### config.mk
export PLATFORM = sky130hd
export DESIGN_NAME = time_setter
export DESIGN_NICKNAME = d
export VERILOG_FILES = /design/src/rtl/time_setter.sv
export SDC_FILE = /design/constraint.sdc
export NUM_CORES = 1
export LEC_CHECK = 0
export CAP_MARGIN = 10
export CELL_PAD_IN_SITES_DETAIL_PLACEMENT = 1
export CELL_PAD_IN_SITES_GLOBAL_PLACEMENT = 1
export CORE_MARGIN = 5
export CORE_UTILIZATION = 41
export DETAILED_ROUTE_END_ITERATION = 10
export HOLD_SLACK_MARGIN = 0.1
export PLACE_DENSITY = 0.95
export SLEW_MARGIN = 20
export SYNTH_ARGS = -nofsm -noshare
export SYNTH_HDL_FRONTEND = slang
export SYNTH_SLANG_ARGS = --single-unit
### constraint.sdc
create_clock -name clk -period 3.05 [get_ports clk]
set_input_delay 0.4575 -clock clk [delete_from_list [all_inputs] [get_ports clk]]
set_output_delay 0.4575 -clock clk [all_outputs]
set_load 0.03 [all_outputs]
### src/rtl/time_setter.sv
// time_setter: button-driven hour/minute/second editor for the clock block.
// Ports: clk, rst, btn_* (mode/inc/dec/cancel), cur_* in, *_modified/modify/hold/field_sel out.
module time_setter #(
  parameter int HOUR   = 5,
  parameter int MINUTE = 3,
  parameter int SECOND = 21
) (
  input  logic       clk,
  input  logic       rst,
  input  logic       btn_mode,
  input  logic       btn_inc,
  input  logic       btn_dec,
  input  logic       btn_cancel,
  input  logic [7:0] cur_hour,
  input  logic [7:0] cur_minute,
  input  logic [7:0] cur_second,
  output logic [7:0] cur_hour_modified,
  output logic [7:0] cur_minute_modified,
  output logic [7:0] cur_second_modified,
  output logic       modify,
  output logic       hold,
  output logic [1:0] field_sel
);

  typedef enum logic [2:0] {
    S_IDLE,
    S_HOUR,
    S_MIN,
    S_SEC,
    S_COMMIT
  } state_t;

  localparam logic [7:0] LP_H = HOUR[7:0];
  localparam logic [7:0] LP_M = MINUTE[7:0];
  localparam logic [7:0] LP_S = SECOND[7:0];

  state_t     r_state;
  logic       r_mode_q;
  logic       r_inc_q;
  logic       r_dec_q;
  logic       r_cancel_q;
  logic [7:0] r_hour;
  logic [7:0] r_min;
  logic [7:0] r_sec;
  logic       r_modify;
  logic       r_hold;
  logic [1:0] r_field_sel;

  logic w_mode;
  logic w_inc;
  logic w_dec;
  logic w_cancel;
  logic w_step;

  assign w_mode   = btn_mode & ~r_mode_q;
  assign w_inc    = btn_inc & ~r_inc_q;
  assign w_dec    = btn_dec & ~r_dec_q;
  assign w_cancel = btn_cancel & ~r_cancel_q;
  // inc and dec together cancel out
  assign w_step   = w_inc ^ w_dec;

  function automatic logic [7:0] f_adj(
    input logic [7:0] v,
    input logic [7:0] n,
    input logic       up
  );
    if (up) return (v == n - 8'd1) ? 8'd0 : v + 8'd1;
    else    return (v == 8'd0) ? n - 8'd1 : v - 8'd1;
  endfunction

  function automatic logic [7:0] f_clamp(
    input logic [7:0] v,
    input logic [7:0] n
  );
    return (v >= n) ? 8'd0 : v;
  endfunction

  always_ff @(posedge clk or posedge rst) begin
    if (rst) begin
      r_state     <= S_IDLE;
      // prev regs start high so a button held through reset is not an edge
      r_mode_q    <= 1'b1;
      r_inc_q     <= 1'b1;
      r_dec_q     <= 1'b1;
      r_cancel_q  <= 1'b1;
      r_hour      <= 8'd0;
      r_min       <= 8'd0;
      r_sec       <= 8'd0;
      r_modify    <= 1'b0;
      r_hold      <= 1'b0;
      r_field_sel <= 2'd0;
    end else begin
      r_mode_q   <= btn_mode;
      r_inc_q    <= btn_inc;
      r_dec_q    <= btn_dec;
      r_cancel_q <= btn_cancel;
      unique case (r_state)
        S_IDLE: begin
          if (w_mode) begin
            r_state     <= S_HOUR;
            r_hold      <= 1'b1;
            r_field_sel <= 2'd1;
            r_hour      <= f_clamp(cur_hour, LP_H);
            r_min       <= f_clamp(cur_minute, LP_M);
            r_sec       <= f_clamp(cur_second, LP_S);
          end
        end
        S_HOUR: begin
          if (w_cancel) begin
            r_state     <= S_IDLE;
            r_hold      <= 1'b0;
            r_field_sel <= 2'd0;
          end else if (w_mode) begin
            r_state     <= S_MIN;
            r_field_sel <= 2'd2;
          end else if (w_step) begin
            r_hour <= f_adj(r_hour, LP_H, w_inc);
          end
        end
        S_MIN: begin
          if (w_cancel) begin
            r_state     <= S_IDLE;
            r_hold      <= 1'b0;
            r_field_sel <= 2'd0;
          end else if (w_mode) begin
            r_state     <= S_SEC;
            r_field_sel <= 2'd3;
          end else if (w_step) begin
            r_min <= f_adj(r_min, LP_M, w_inc);
          end
        end
        S_SEC: begin
          if (w_cancel) begin
            r_state     <= S_IDLE;
            r_hold      <= 1'b0;
            r_field_sel <= 2'd0;
          end else if (w_mode) begin
            r_state     <= S_COMMIT;
            r_modify    <= 1'b1;
            r_field_sel <= 2'd0;
          end else if (w_step) begin
            r_sec <= f_adj(r_sec, LP_S, w_inc);
          end
        end
        S_COMMIT: begin
          r_state  <= S_IDLE;
          r_modify <= 1'b0;
          r_hold   <= 1'b0;
        end
        default: begin
          r_state     <= S_IDLE;
          r_modify    <= 1'b0;
          r_hold      <= 1'b0;
          r_field_sel <= 2'd0;
        end
      endcase
    end
  end

  assign cur_hour_modified   = r_hour;
  assign cur_minute_modified = r_min;
  assign cur_second_modified = r_sec;
  assign modify              = r_modify;
  assign hold                = r_hold;
  assign field_sel           = r_field_sel;

endmodule

==> impl_summary.md, run 1 <==
Layout
The count of nets after finishing is 429. The antenna diode count is 0. Leaving out fill and tap cells, the most frequent cells in the layout are sky130_fd_sc_hd__clkdlybuf4s50_1 (57), sky130_fd_sc_hd__dfrtp_1 (31), sky130_fd_sc_hd__nor2_1 (25), sky130_fd_sc_hd__o21ai_0 (24). Leaving out fill and tap cells, the most frequent cell in the layout is sky130_fd_sc_hd__clkdlybuf4s50_1. The proportion of layout cells with a drive suffix above 1 is 6.39%. Compared with the post-synthesis result, the final layout area differs by 24.8%.

Timing
Dividing the final minimum period by the clock period gives 81.6%. In this run the tightest slew margin relative to its limit is 43.7%. The smallest clock period supported by the final layout is computed as 2.49 ns. The slew at the pin closest to its max-slew limit is 0.836 ns. Setup violations remaining at the end of the flow were counted as 0. For the final routed database, the setup TNS stands at 0 ns. The final count of pins violating max slew is 0. Setup repair after global routing left no endpoint under its margin. The hold violation count in the final report is 0.

The fmax is 402 MHz. The clock skew is 0.0135 ns.

Yosys
The synthesized netlist contains 66 unique library cells. The post-synthesis cell area is 2830 sq um. In the post-synthesis netlist, the biggest area contributors are sky130_fd_sc_hd__dfrtp_1 (27%), sky130_fd_sc_hd__o21ai_0 (4.2%), sky130_fd_sc_hd__ha_1 (4.0%). The top flip-flop cell by instance count after synthesis is sky130_fd_sc_hd__dfrtp_1.

The instance count of the mapped netlist is 343. For this run, the number of Yosys warnings is 0. The synthesized design devotes to its leading area cell type 27.4% of total area. The synthesized area per cell is 8.26 sq um. After synthesis, flip-flops and latches occupy 31.1% of the total area.

In this run, synthesis inferred 0 flip-flops with an integrated enable. The post-synthesis register bit count is 35. The total nets after synthesis is 382.

The biggest area contributor in the post-synthesis netlist is sky130_fd_sc_hd__dfrtp_1. Of all flip-flops after synthesis, the portion carrying an async set or reset was 100%.

Clocking
The count of hold buffers inserted by post-cts repair is 0. The clock tree from TritonCTS is yes. In this run the post-CTS setup repair buffer count came out at 0. Gates resized during post-CTS repair numbered 0. The worst-case clock buffer depth is 2. Counting every sink on the clock net gives 35. The insertion delay to the later sink of the worst-skew pair is 0.30 ns. The H-tree depth reported by CTS is 2. The master cell of the clock root buffer is sky130_fd_sc_hd__clkbuf_8. After clock tree synthesis, the clock-pin slew on the worst setup and hold paths is 0.08 ns.

The number of buffers inserted during clock tree synthesis is 5.

Detailed routing
After detailed routing, the number of vias per cell comes to 6.54. The detailed router's first-iteration violation count is 142. In the final routed layout, each cell accounts on average for 20.4 um. The routed layout has 3079 vias.

For this run, design rule violations remaining after detail routing come to 0. After detailed routing, the total wire length is 9.60 mm. The count of nets left with antenna violations once routing finished came out at 0. The first detailed-routing pass took 5 iterations.

GRT
The final global-route overflow total is 0. The via count of the first global-routing pass is 3140. Global routing used 22.4% of the available tracks across all layers. The number of antenna violations at the first check in global routing came to 0. The global-route wire length before repair is 15.7 mm.

Entering global routing, the biggest net connects 36 pins.

Die
The floorplan has 30 rows. During I/O placement, the number of pins put on the boundary was 58. The core footprint is 6760 sq um.

The die covers 8670 sq um. The chip height is 93.1 um. The floorplan step set the die width to 93.1 um. The starting utilization of the core area is 41.9%.

Pwr
After layout, the design draws a total of 0.00279 W. Dividing total power by cell area gives a power density of 789 nW/um^2. The fraction of power spent switching nets is 49.8%. The largest voltage drop on the vdd net is 0.436 mV. The clock network accounts for 12.6% of the total power. The static power due to leakage is 1.40 nW. The net switching power is 0.00139 W. The internal portion of the total power is 0.00140 W.

The register share of total power is 30.3%. Per report_power, the combinational group accounts for 57.1% of the total.

Flow run
The number of max-capacitance violations reported is 0.

Critical path
The worst setup path is of the in2reg kind. In this run the worst path has a maximum fanout of 6. The number of cells on the worst reg-to-reg path is 5. STA classifies the critical path endpoint as a flip-flop. The critical path arrival is 2.69 ns.

STA classifies the critical path startpoint as a primary input. For the worst setup path, the data required time is 3.25 ns.

Worst hold path
The class of the most critical hold timing path is reg2reg. Counting instances, the worst hold path has a depth of 1.

Placement
After legalization and detailed placement, the total HPWL measured 7.14 mm. Routability-driven placement finished with a final weighted congestion of 0.878. The number of port buffers is 57.

Outcome
The flow ran to the end, and the final reports show no timing, DRC or antenna violations.
critical path, stage by stage:
cell and delay, ns:
sky130_fd_sc_hd__clkdlybuf4s50_1 0.54, sky130_fd_sc_hd__nor2b_1 0.47, sky130_fd_sc_hd__nand2_1 0.27, sky130_fd_sc_hd__nor3b_1 0.54
sky130_fd_sc_hd__a221oi_1 0.20, sky130_fd_sc_hd__a41oi_1 0.21
through the flow:
stage	instances	hold WS (ns)	worst slack [ns]	area [sq um]	utilization, %
after CTS	471	0.516	0.611	3530	52.3
after floorplan	343	0.462	0.905	2830	-
after global routing	471	0.533	0.407	3530	52.3
final	471	0.513	0.562	3530	52.3
after global placement	463	0.485	0.490	3450	51.0
after detailed placement	463	0.482	0.324	3450	51.0
power groups by stage:
stage                     Combinational (W)  Sequential, W  Clock, W
final                               0.00159       0.000845  0.000352
after global routing                0.00172       0.000872  0.000377
after CTS                           0.00159       0.000840  0.000358
after detailed placement            0.00157       0.000849         0
after global placement              0.00150       0.000826         0
after floorplan                    0.000908       0.000944         0
cells in the mapped netlist, drive strengths merged, types with 5 or more instances:
master,instances
nand3,23
nand2b,6
or4,5
dfrtp,31
ha,9
and3,14
nor3b,6
inv,13
mux2i,5
o21ai,26
clkbuf,11
o2bb2ai,7
a21o,7
nor3,14
xnor2,5
buf,10
a31oi,6
o211ai,6
nand2,22
a21oi,14
nor4,8
nor2,25
a221oi,5
nor2b,5
registers in the layout, indices dropped and copies added, names as in the netlist:
| signal | cells |
|---|---|
| r_state | 3 |
| hold | 1 |
| modify | 1 |
| cur_second_modified | 8 |
| r_inc_q | 1 |
| r_mode_q | 1 |
| cur_hour_modified | 8 |
| r_dec_q | 1 |
| field_sel | 2 |
| cur_minute_modified | 8 |
| r_cancel_q | 1 |
layer usage:
layer	vias to the layer above	GRT usage, %	part of all wire (%)
met3	20	4.10	5.8
met2	123	40.0	51
met4	0	8.18	2.2
li1	1400	-	-
met5	-	0	0
met1	1536	26.7	41
worst paths after layout:
path | startpoint | endpoint | slack [ns]
max | btn_inc | cur_minute_modified[5] | 0.56
min | modify | modify | 0.51
max reg2reg | r_state[0] | cur_hour_modified[2] | 0.66
min reg2reg | modify | modify | 0.51
max in group asynchronous | rst | r_dec_q | 2.12
min in group asynchronous | rst | cur_minute_modified[0] | 0.57
layout make-up:
class                           instances  area (sq um)
Fill cell                             813          3220
Multi-Input combinational cell        274          1800
Sequential cell                        35           881
Timing Repair Buffer                   61           613
Tap cell                               80           100
Clock buffer                            5          68.8
Inverter                               13          48.8
Clock inverter                          3          20.0
kinds of logic (layout without fill, tap and decap cells):
family | Yosys count | in the layout | synth area share (%)
buffers and inverters | 34 | 82 | 5.21
AOI/OAI and AO/OA | 103 | 103 | 25.9
muxes | 5 | 5 | 1.77
adders and majority gates | 9 | 9 | 3.98
DFF | 35 | 35 | 31.1
xor gates and xnor gates | 7 | 7 | 2.17
and+or+nand+nor | 150 | 150 | 29.9
(Power assumes the default switching activity.)
==> inputs of run 2 (changes only) <==
--- a/config.mk
+++ b/config.mk
@@ -9,10 +9,10 @@
 export CELL_PAD_IN_SITES_DETAIL_PLACEMENT = 1
 export CELL_PAD_IN_SITES_GLOBAL_PLACEMENT = 1
 export CORE_MARGIN = 5
-export CORE_UTILIZATION = 41
+export CORE_UTILIZATION = 38
 export DETAILED_ROUTE_END_ITERATION = 10
 export HOLD_SLACK_MARGIN = 0.1
-export PLACE_DENSITY = 0.95
+export PLACE_DENSITY = 0.89
 export SLEW_MARGIN = 20
 export SYNTH_ARGS = -nofsm -noshare
 export SYNTH_HDL_FRONTEND = slang
==> constraint.sdc (replaced) <==
create_clock -name clk -period 2.5 [get_ports clk]
set_input_delay 0.375 -clock clk [delete_from_list [all_inputs] [get_ports clk]]
set_output_delay 0.375 -clock clk [all_outputs]
set_load 0.03 [all_outputs]
==> impl_summary.md, run 2 (synthesized netlist as in run 1, its figures left out) <==
Outcome
The run finished with clean final reports.

Die
The floorplan step defined a die boundary enclosing 9280 sq um. The core footprint is 7250 sq um. The count of standard-cell rows is 31.

The chip height is 96.3 um. The die is 96.3 um wide. The starting utilization of the core area is 39.0%.

58 I/O pins were placed.

Critical path
Of all nets on the critical path, the largest fanout is 7. The data required time of the worst path is 2.66 ns. In this run the register-to-register setup slack is 0.25 ns. The gate family responsible for the most delay along the worst path is simple AND/OR/NAND/NOR gates. The type of element launching the critical path is a flip-flop. The worst setup path is of the reg2reg kind. The highest cell delay on the worst timing path is 0.53 ns.

Walking the worst path, the cells encountered are inv_1 -> ha_1 -> or4b_4 -> nor3_1 -> nor3_1 -> a221oi_1 -> a22oi_1. The most numerous cell type found on the critical path is sky130_fd_sc_hd__nor3_1. The critical path arrival is 2.41 ns.

The number of buffers and inverters on the critical path is 1. The cell with the largest stage delay on the worst path is sky130_fd_sc_hd__or4b_4. The critical path capture point type is a flip-flop.

Detailed routing
In the routed design, unresolved DRC markers number 0. For this block, the routed nets add up to 8.85 mm of wire. The first-pass iteration count of the detailed router is 4. The detailed router's first-iteration violation count is 134. The final antenna-violating net count is 0.

Dividing the detail-routed wire length by the instance count gives 17.8 um. The via density per instance is 5.99. The total vias in the final route is 2972.

Clocking
The clock edge transition at the registers on the reported setup and hold paths is 0.07 ns. The tree is rooted in a sky130_fd_sc_hd__clkbuf_8. The number of buffers inserted during clock tree synthesis is 5. The count of hold buffers inserted by post-cts repair is 0. At the later pin of the worst-skew pair, clock insertion delay measures 0.29 ns. The count of instances resized after the clock tree is built is 0. The clock drives 35 sinks. The worst-case clock buffer depth is 2. The post-CTS setup buffer count is 0.

The H-tree depth reported by CTS is 2. TritonCTS built the clock tree.

Layout
The proportion of layout cells with a drive suffix above 1 is 7.81%. Excluding fillers, the count of instances in the completed layout stands at 496. After routing the design area is 3610 sq um. Cells fill 49.8% of the core in the end.

The multi-input combinational cells in the finished layout cover a total of 1800 sq um. The number of fillers in the final layout is 896. The library cell used most frequently in the layout, excluding fill and tap cells, is sky130_fd_sc_hd__clkdlybuf4s50_1.

The number of antenna diodes in the final layout is 0. In the final layout, flip-flops and latches occupy 881 sq um. The post-synthesis to final-layout area growth is 27.5%. The net count of the finished layout is 436.

Leaving out fill and tap cells, the most frequent cells in the layout are sky130_fd_sc_hd__clkdlybuf4s50_1 (57), sky130_fd_sc_hd__dfrtp_1 (31), sky130_fd_sc_hd__nor2_1 (25), sky130_fd_sc_hd__o21ai_0 (24).

Timing
Setup repair after global routing left no endpoint under its margin. The final count of pins violating max slew is 0. Setup violations remaining at the end of the flow were counted as 0.

Once routing completed, OpenROAD measured the worst setup slack at 0.251 ns. Adding up every negative setup slack in the final design gives 0 ns. The final critical path takes up 89.9% of the cycle. The worst slew slack as a fraction of its limit is 57.0%. At the pin with the least slew margin, the transition time is 0.639 ns. For the final database, setup skew stands at 0.00621 ns. The final critical path time including I/O delays and setup is 2.25 ns. The fmax is 445 MHz. The hold violation count in the final report came to 0.

Placement
The HPWL reported at the end of detailed placement is 6.86 mm. The number of placed instances with taps included is 489. Once placement finished, the instance area stood at 3520 sq um. Timing analysis after detailed placement gives a worst setup slack of 0.0367 ns.

The count of buffers added on input and output ports is 57. The placer's final routability congestion estimate is 0.978.

Pwr
The largest voltage drop on the vdd net is 0.394 mV. Dividing total power by cell area gives a power density of 945 nW/um^2. The analysis attributes to cell leakage a power of 1.44 nW.

GRT
Global routing used 19.8% of the available tracks across all layers. The first global-routing pass estimated 14.5 mm of wire. For this run the aggregate overflow at the end of global routing stands at 0. The number of antenna violations at the first check in global routing came to 0. The via count of the first global-routing pass is 3040. Entering global routing, the biggest net connects 36 pins.

Flow run
The number of max-capacitance violations reported is 0.

Worst hold path
The class of the most critical hold timing path is in2async.
[run 2: cell types whose count changed in the layout (fill, tap and decap cells not counted), sizes merged]
cell      change
buf           +7
clkbuf        +1
clkinvlp      -2
[run 2: worst reg2reg max path, cell delays in order, from the launching register on]
cell,delay (ns)
sky130_fd_sc_hd__dfrtp_1,0.46
sky130_fd_sc_hd__inv_1,0.16
sky130_fd_sc_hd__ha_1,0.21
sky130_fd_sc_hd__or4b_4,0.53
sky130_fd_sc_hd__nor3_1,0.27
sky130_fd_sc_hd__nor3_1,0.11
sky130_fd_sc_hd__a221oi_1,0.29
sky130_fd_sc_hd__a22oi_1,0.10
[run 2: stage by stage]
step,power (W),hold WS (ns)
after floorplan,0.00226,0.379
after global placement,0.00292,0.490
after detailed placement,0.00298,0.493
after CTS,0.00343,0.507
after global routing,0.00365,0.534
final,0.00341,0.496
[run 2: final timing paths]
path,startpoint,endpoint,depth (start not counted)
worst max-delay path,cur_second_modified[0],cur_second_modified[7],7
max in group asynchronous,rst,r_inc_q,3
worst min-delay path,rst,cur_minute_modified[3],3
min in group clk,modify,modify,1
worst max register to register,cur_second_modified[0],cur_second_modified[7],7
worst min register to register,modify,modify,1
[run 2: layout make-up]
class / instances / share of cell area [%]
clock buffer: 6 / 2.29
clock inverter: 1 / 0.139
inverter: 13 / 1.35
multi-input combinational: 274 / 49.9
sequential: 35 / 24.4
tap: 99 / 3.43
timing repair buffer: 68 / 18.4
[run 2: report_power, final]
| group | leakage [nW] | internal (W) | switching, W |
|---|---|---|---|
| combinational | 0.952 | 0.000829 | 0.00114 |
| clock | 0.0470 | 0.000216 | 0.000212 |
| sequential | 0.445 | 0.000719 | 0.000295 |
| total | 1.44 | 0.00176 | 0.00165 |
[run 2: layer usage]
layer | routed length, um | up-vias | GRT usage (%)
met4 | 199 | 0 | 6.54
met1 | 3920 | 1470 | 24.7
met2 | 4410 | 70 | 34.7
li1 | - | 1412 | -
met3 | 325 | 20 | 3.36
met5 | 0 | - | 0
==> inputs of run 3 (changes only) <==
--- a/config.mk
+++ b/config.mk
@@ -9,8 +9,9 @@
 export CELL_PAD_IN_SITES_DETAIL_PLACEMENT = 1
 export CELL_PAD_IN_SITES_GLOBAL_PLACEMENT = 1
 export CORE_MARGIN = 5
-export CORE_UTILIZATION = 38
+export CORE_UTILIZATION = 47
 export DETAILED_ROUTE_END_ITERATION = 10
+export DONT_BUFFER_PORTS = 1
 export HOLD_SLACK_MARGIN = 0.1
 export PLACE_DENSITY = 0.89
 export SLEW_MARGIN = 20
==> impl_summary.md, run 3 (synthesized netlist as in run 1, its figures left out) <==
Critical path
The critical path capture point type is a flip-flop. At the worst endpoint, the required time is 2.72 ns. The cell with the largest stage delay on the worst path is sky130_fd_sc_hd__dfstp_2. For flop-to-flop paths, the worst setup slack is 0.27 ns. The critical path buffer and inverter count is 1. Along the worst path, the maximum fanout reaches 10. The highest cell delay on the worst timing path is 0.56 ns. Data on the critical path arrives at its endpoint at 2.44 ns. The endpoint identified for the worst register-to-register timing path is cur_minute_modified[5].

Traced cell by cell, the critical path runs through nand2b_1 -> buf_4 -> nand2_1 -> nor3b_1 -> a221oi_1 -> a41oi_1. The setup path with the least slack is of type reg2reg. Measured in cells, the most critical reg-to-reg path has a length of 6. Broken down by cell family, the worst path's largest delay share belongs to simple AND/OR/NAND/NOR gates.

The type of element launching the critical path is a flip-flop. The first element of the critical path is r_inc_q. The startpoint identified for the worst register-to-register timing path is r_inc_q.

Worst hold path
The worst hold path belongs to the class in2reg. Along the worst hold path, the cell count comes to 2. The launch instance of the worst min-delay path is cur_minute[1]. The worst hold path terminates at cur_minute_modified[1].

Clocking
The H-tree depth reported by CTS is 2. Gates resized during post-CTS repair numbered 0. Clock latency on the worst-skew pair, taken at its later pin, is 0.30 ns.

The CTS sink count is 35. The number of buffers inserted during clock tree synthesis is 5. In this run the post-CTS setup repair buffer count came out at 0.

The clock passes through at most 2 buffers. The count of hold buffers inserted by post-cts repair is 5. The tree is rooted in a sky130_fd_sc_hd__clkbuf_8. The clock edge transition at the registers on the reported setup and hold paths is 0.08 ns.

The clock tree from TritonCTS is yes.

Layout
The area taken by multi-input logic gates is 1810 sq um. The filler cells instantiated in the layout total 721. The design area is 3170 sq um.

At the end of the flow, the number of nets in the layout was 396. In the layout the commonest cells are sky130_fd_sc_hd__dfrtp_1 (31), sky130_fd_sc_hd__nor2_1 (25), sky130_fd_sc_hd__o21ai_0 (24), sky130_fd_sc_hd__buf_4 (23). The post-route core utilization is 53.8%. The post-route netlist has 12.6% of its cells at a drive strength greater than 1. The post-synthesis to final-layout area growth is 11.9%. The number of antenna diodes in the final layout is 0. The most common cell after layout, fill and taps aside is sky130_fd_sc_hd__dfrtp_1. The storage element area is 881 sq um. For this run, the number of standard cells in the final layout without fillers is 433.

Timing
Adding up every negative setup slack in the final design gives 0 ns. The portion of the clock cycle consumed by the worst path in the final layout is 89.0%. The number of setup violations in the final report is 0. The fmax is 449 MHz. The final count of pins violating max slew came to 0. The hold violation count in the final report is 0. Between clock sinks in the finished design, the worst skew comes to 0.0104 ns. Setup repair after global routing left no endpoint under its margin. Subtracting the final worst setup slack from the clock period gives 2.23 ns.

At the pin with the least slew margin, the transition time is 0.687 ns. In this run the tightest slew margin relative to its limit is 53.7%.

Placement
The HPWL after detailed placement is 6.74 mm. In this run the tool buffered the top-level ports with 0 buffer cells. Counting tap cells, the placed design contains a total of 420 instances.

In this run the cell area measured after placement is 3000 sq um. The placer's final routability congestion estimate is 0.917.

Die
The floorplan step defined a core boundary enclosing 5890 sq um. For this configuration, the core starts out at a cell density of 48.1%. The floorplan die area is 7680 sq um. The floorplan has 28 rows. 58 I/O pins were placed.

The width of the die is 87.6 um. The chip height is 87.6 um.

Flow run
The number of max-capacitance violations reported is 0.

Detailed routing
After the first detailed-routing iteration, the DRC count stood at 148. The total vias in the final route is 2895. The first-pass iteration count of the detailed router is 4. The total met3 wirelength after detailed routing is 650 um. The detailed router put a total of 3.74 mm of wire on met1. The DRC violation count after routing is 0. In this run the remaining antenna-violating nets after routing total 0. After detailed routing, the number of vias per cell comes to 6.69.

The average detailed-routed wire length per instance is 21.0 um. The sum of routed wire length over all layers is 9.09 mm. The highest metal layer with signal wires is met4. The wire length on met2 is 4.41 mm.

Pwr
Of the total power, registers draw 32.8%. In this run the power spent charging and discharging nets is 0.00163 W. The final total power is 0.00330 W.

The static power due to leakage is 1.33 nW. Per report_power, the combinational group accounts for 50.4% of the total. The internal portion of the total power is 0.00166 W. The fraction of power spent switching nets is 49.5%. The largest voltage drop on the vdd net is 0.523 mV.

The share of total power in the clock network is 16.8%. Dividing total power by cell area gives a power density of 1040 nW/um^2.

GRT
The pin count of the biggest net entering global routing is 36. The total overflow left after global routing is 0. The global-route wire length before repair is 15.4 mm. The via count of the first global-routing pass is 3086. The number of antenna violations at the first check in global routing is 0. Across every metal layer, demand over resource in global routing totals 25.2%.

Outcome
The flow ran to the end, and the final reports show no timing, DRC or antenna violations.
[run 3: cell types whose count changed in the layout (fill, tap and decap cells not counted)]
cell                              before  now
sky130_fd_sc_hd__clkdlybuf4s50_1      57    0
sky130_fd_sc_hd__buf_4                10   23
sky130_fd_sc_hd__dlygate4sd3_1         0    5
sky130_fd_sc_hd__buf_12                1    0
sky130_fd_sc_hd__bufinv_16             0    1
sky130_fd_sc_hd__nor2b_1               5    4
sky130_fd_sc_hd__nor2b_2               0    1
[run 3: metal layers]
layer / vias up / track usage [%]
met1: 1428 / 30.7
met4: 0 / 11.2
met3: 30 / 6.68
met5: - / 0
met2: 111 / 41.8
li1: 1326 / -
[run 3: worst register-to-register path, stage by stage (launching register included)]
cell,delay (ns)
sky130_fd_sc_hd__dfstp_2,0.56
sky130_fd_sc_hd__nand2b_1,0.32
sky130_fd_sc_hd__buf_4,0.27
sky130_fd_sc_hd__nand2_1,0.13
sky130_fd_sc_hd__nor3b_1,0.51
sky130_fd_sc_hd__a221oi_1,0.17
sky130_fd_sc_hd__a41oi_1,0.20
[run 3: power by group through the flow]
stage / sequential (W) / combinational [W] / clock (W)
global placement: 0.00108 / 0.00155 / 0
floorplan: 0.00115 / 0.00111 / 0
detailed placement: 0.00109 / 0.00162 / 0
CTS: 0.00108 / 0.00165 / 0.000562
global route: 0.00112 / 0.00183 / 0.000597
finish: 0.00108 / 0.00166 / 0.000553
[run 3: through the flow]
stage          worst slack [ns]  hold WS, ns
2_1_floorplan             0.355        0.379
3_3_place_gp              0.449        0.380
3_5_place_dp              0.345        0.380
4_1_cts                   0.327        0.245
5_1_grt                   0.109        0.247
6_report                  0.274        0.252
[run 3: worst max-delay path by stage]
stage / slack [ns] / cells after the start / to
finish: 0.27 / 6 / cur_minute_modified[5]
global route: 0.11 / 6 / cur_minute_modified[5]
CTS: 0.33 / 7 / cur_second_modified[7]
detailed placement: 0.35 / 7 / cur_second_modified[7]
global placement: 0.45 / 7 / cur_second_modified[7]
floorplan: 0.36 / 7 / cur_second_modified[5]
[run 3: area by class of cell]
class,instances,area share [%]
Clock inverter,2,1.11
Clock buffer,6,2.61
Inverter,13,1.54
Multi-Input combinational cell,274,57.0
Timing Repair Buffer,28,7.03
Sequential cell,35,27.8
Tap cell,75,2.96
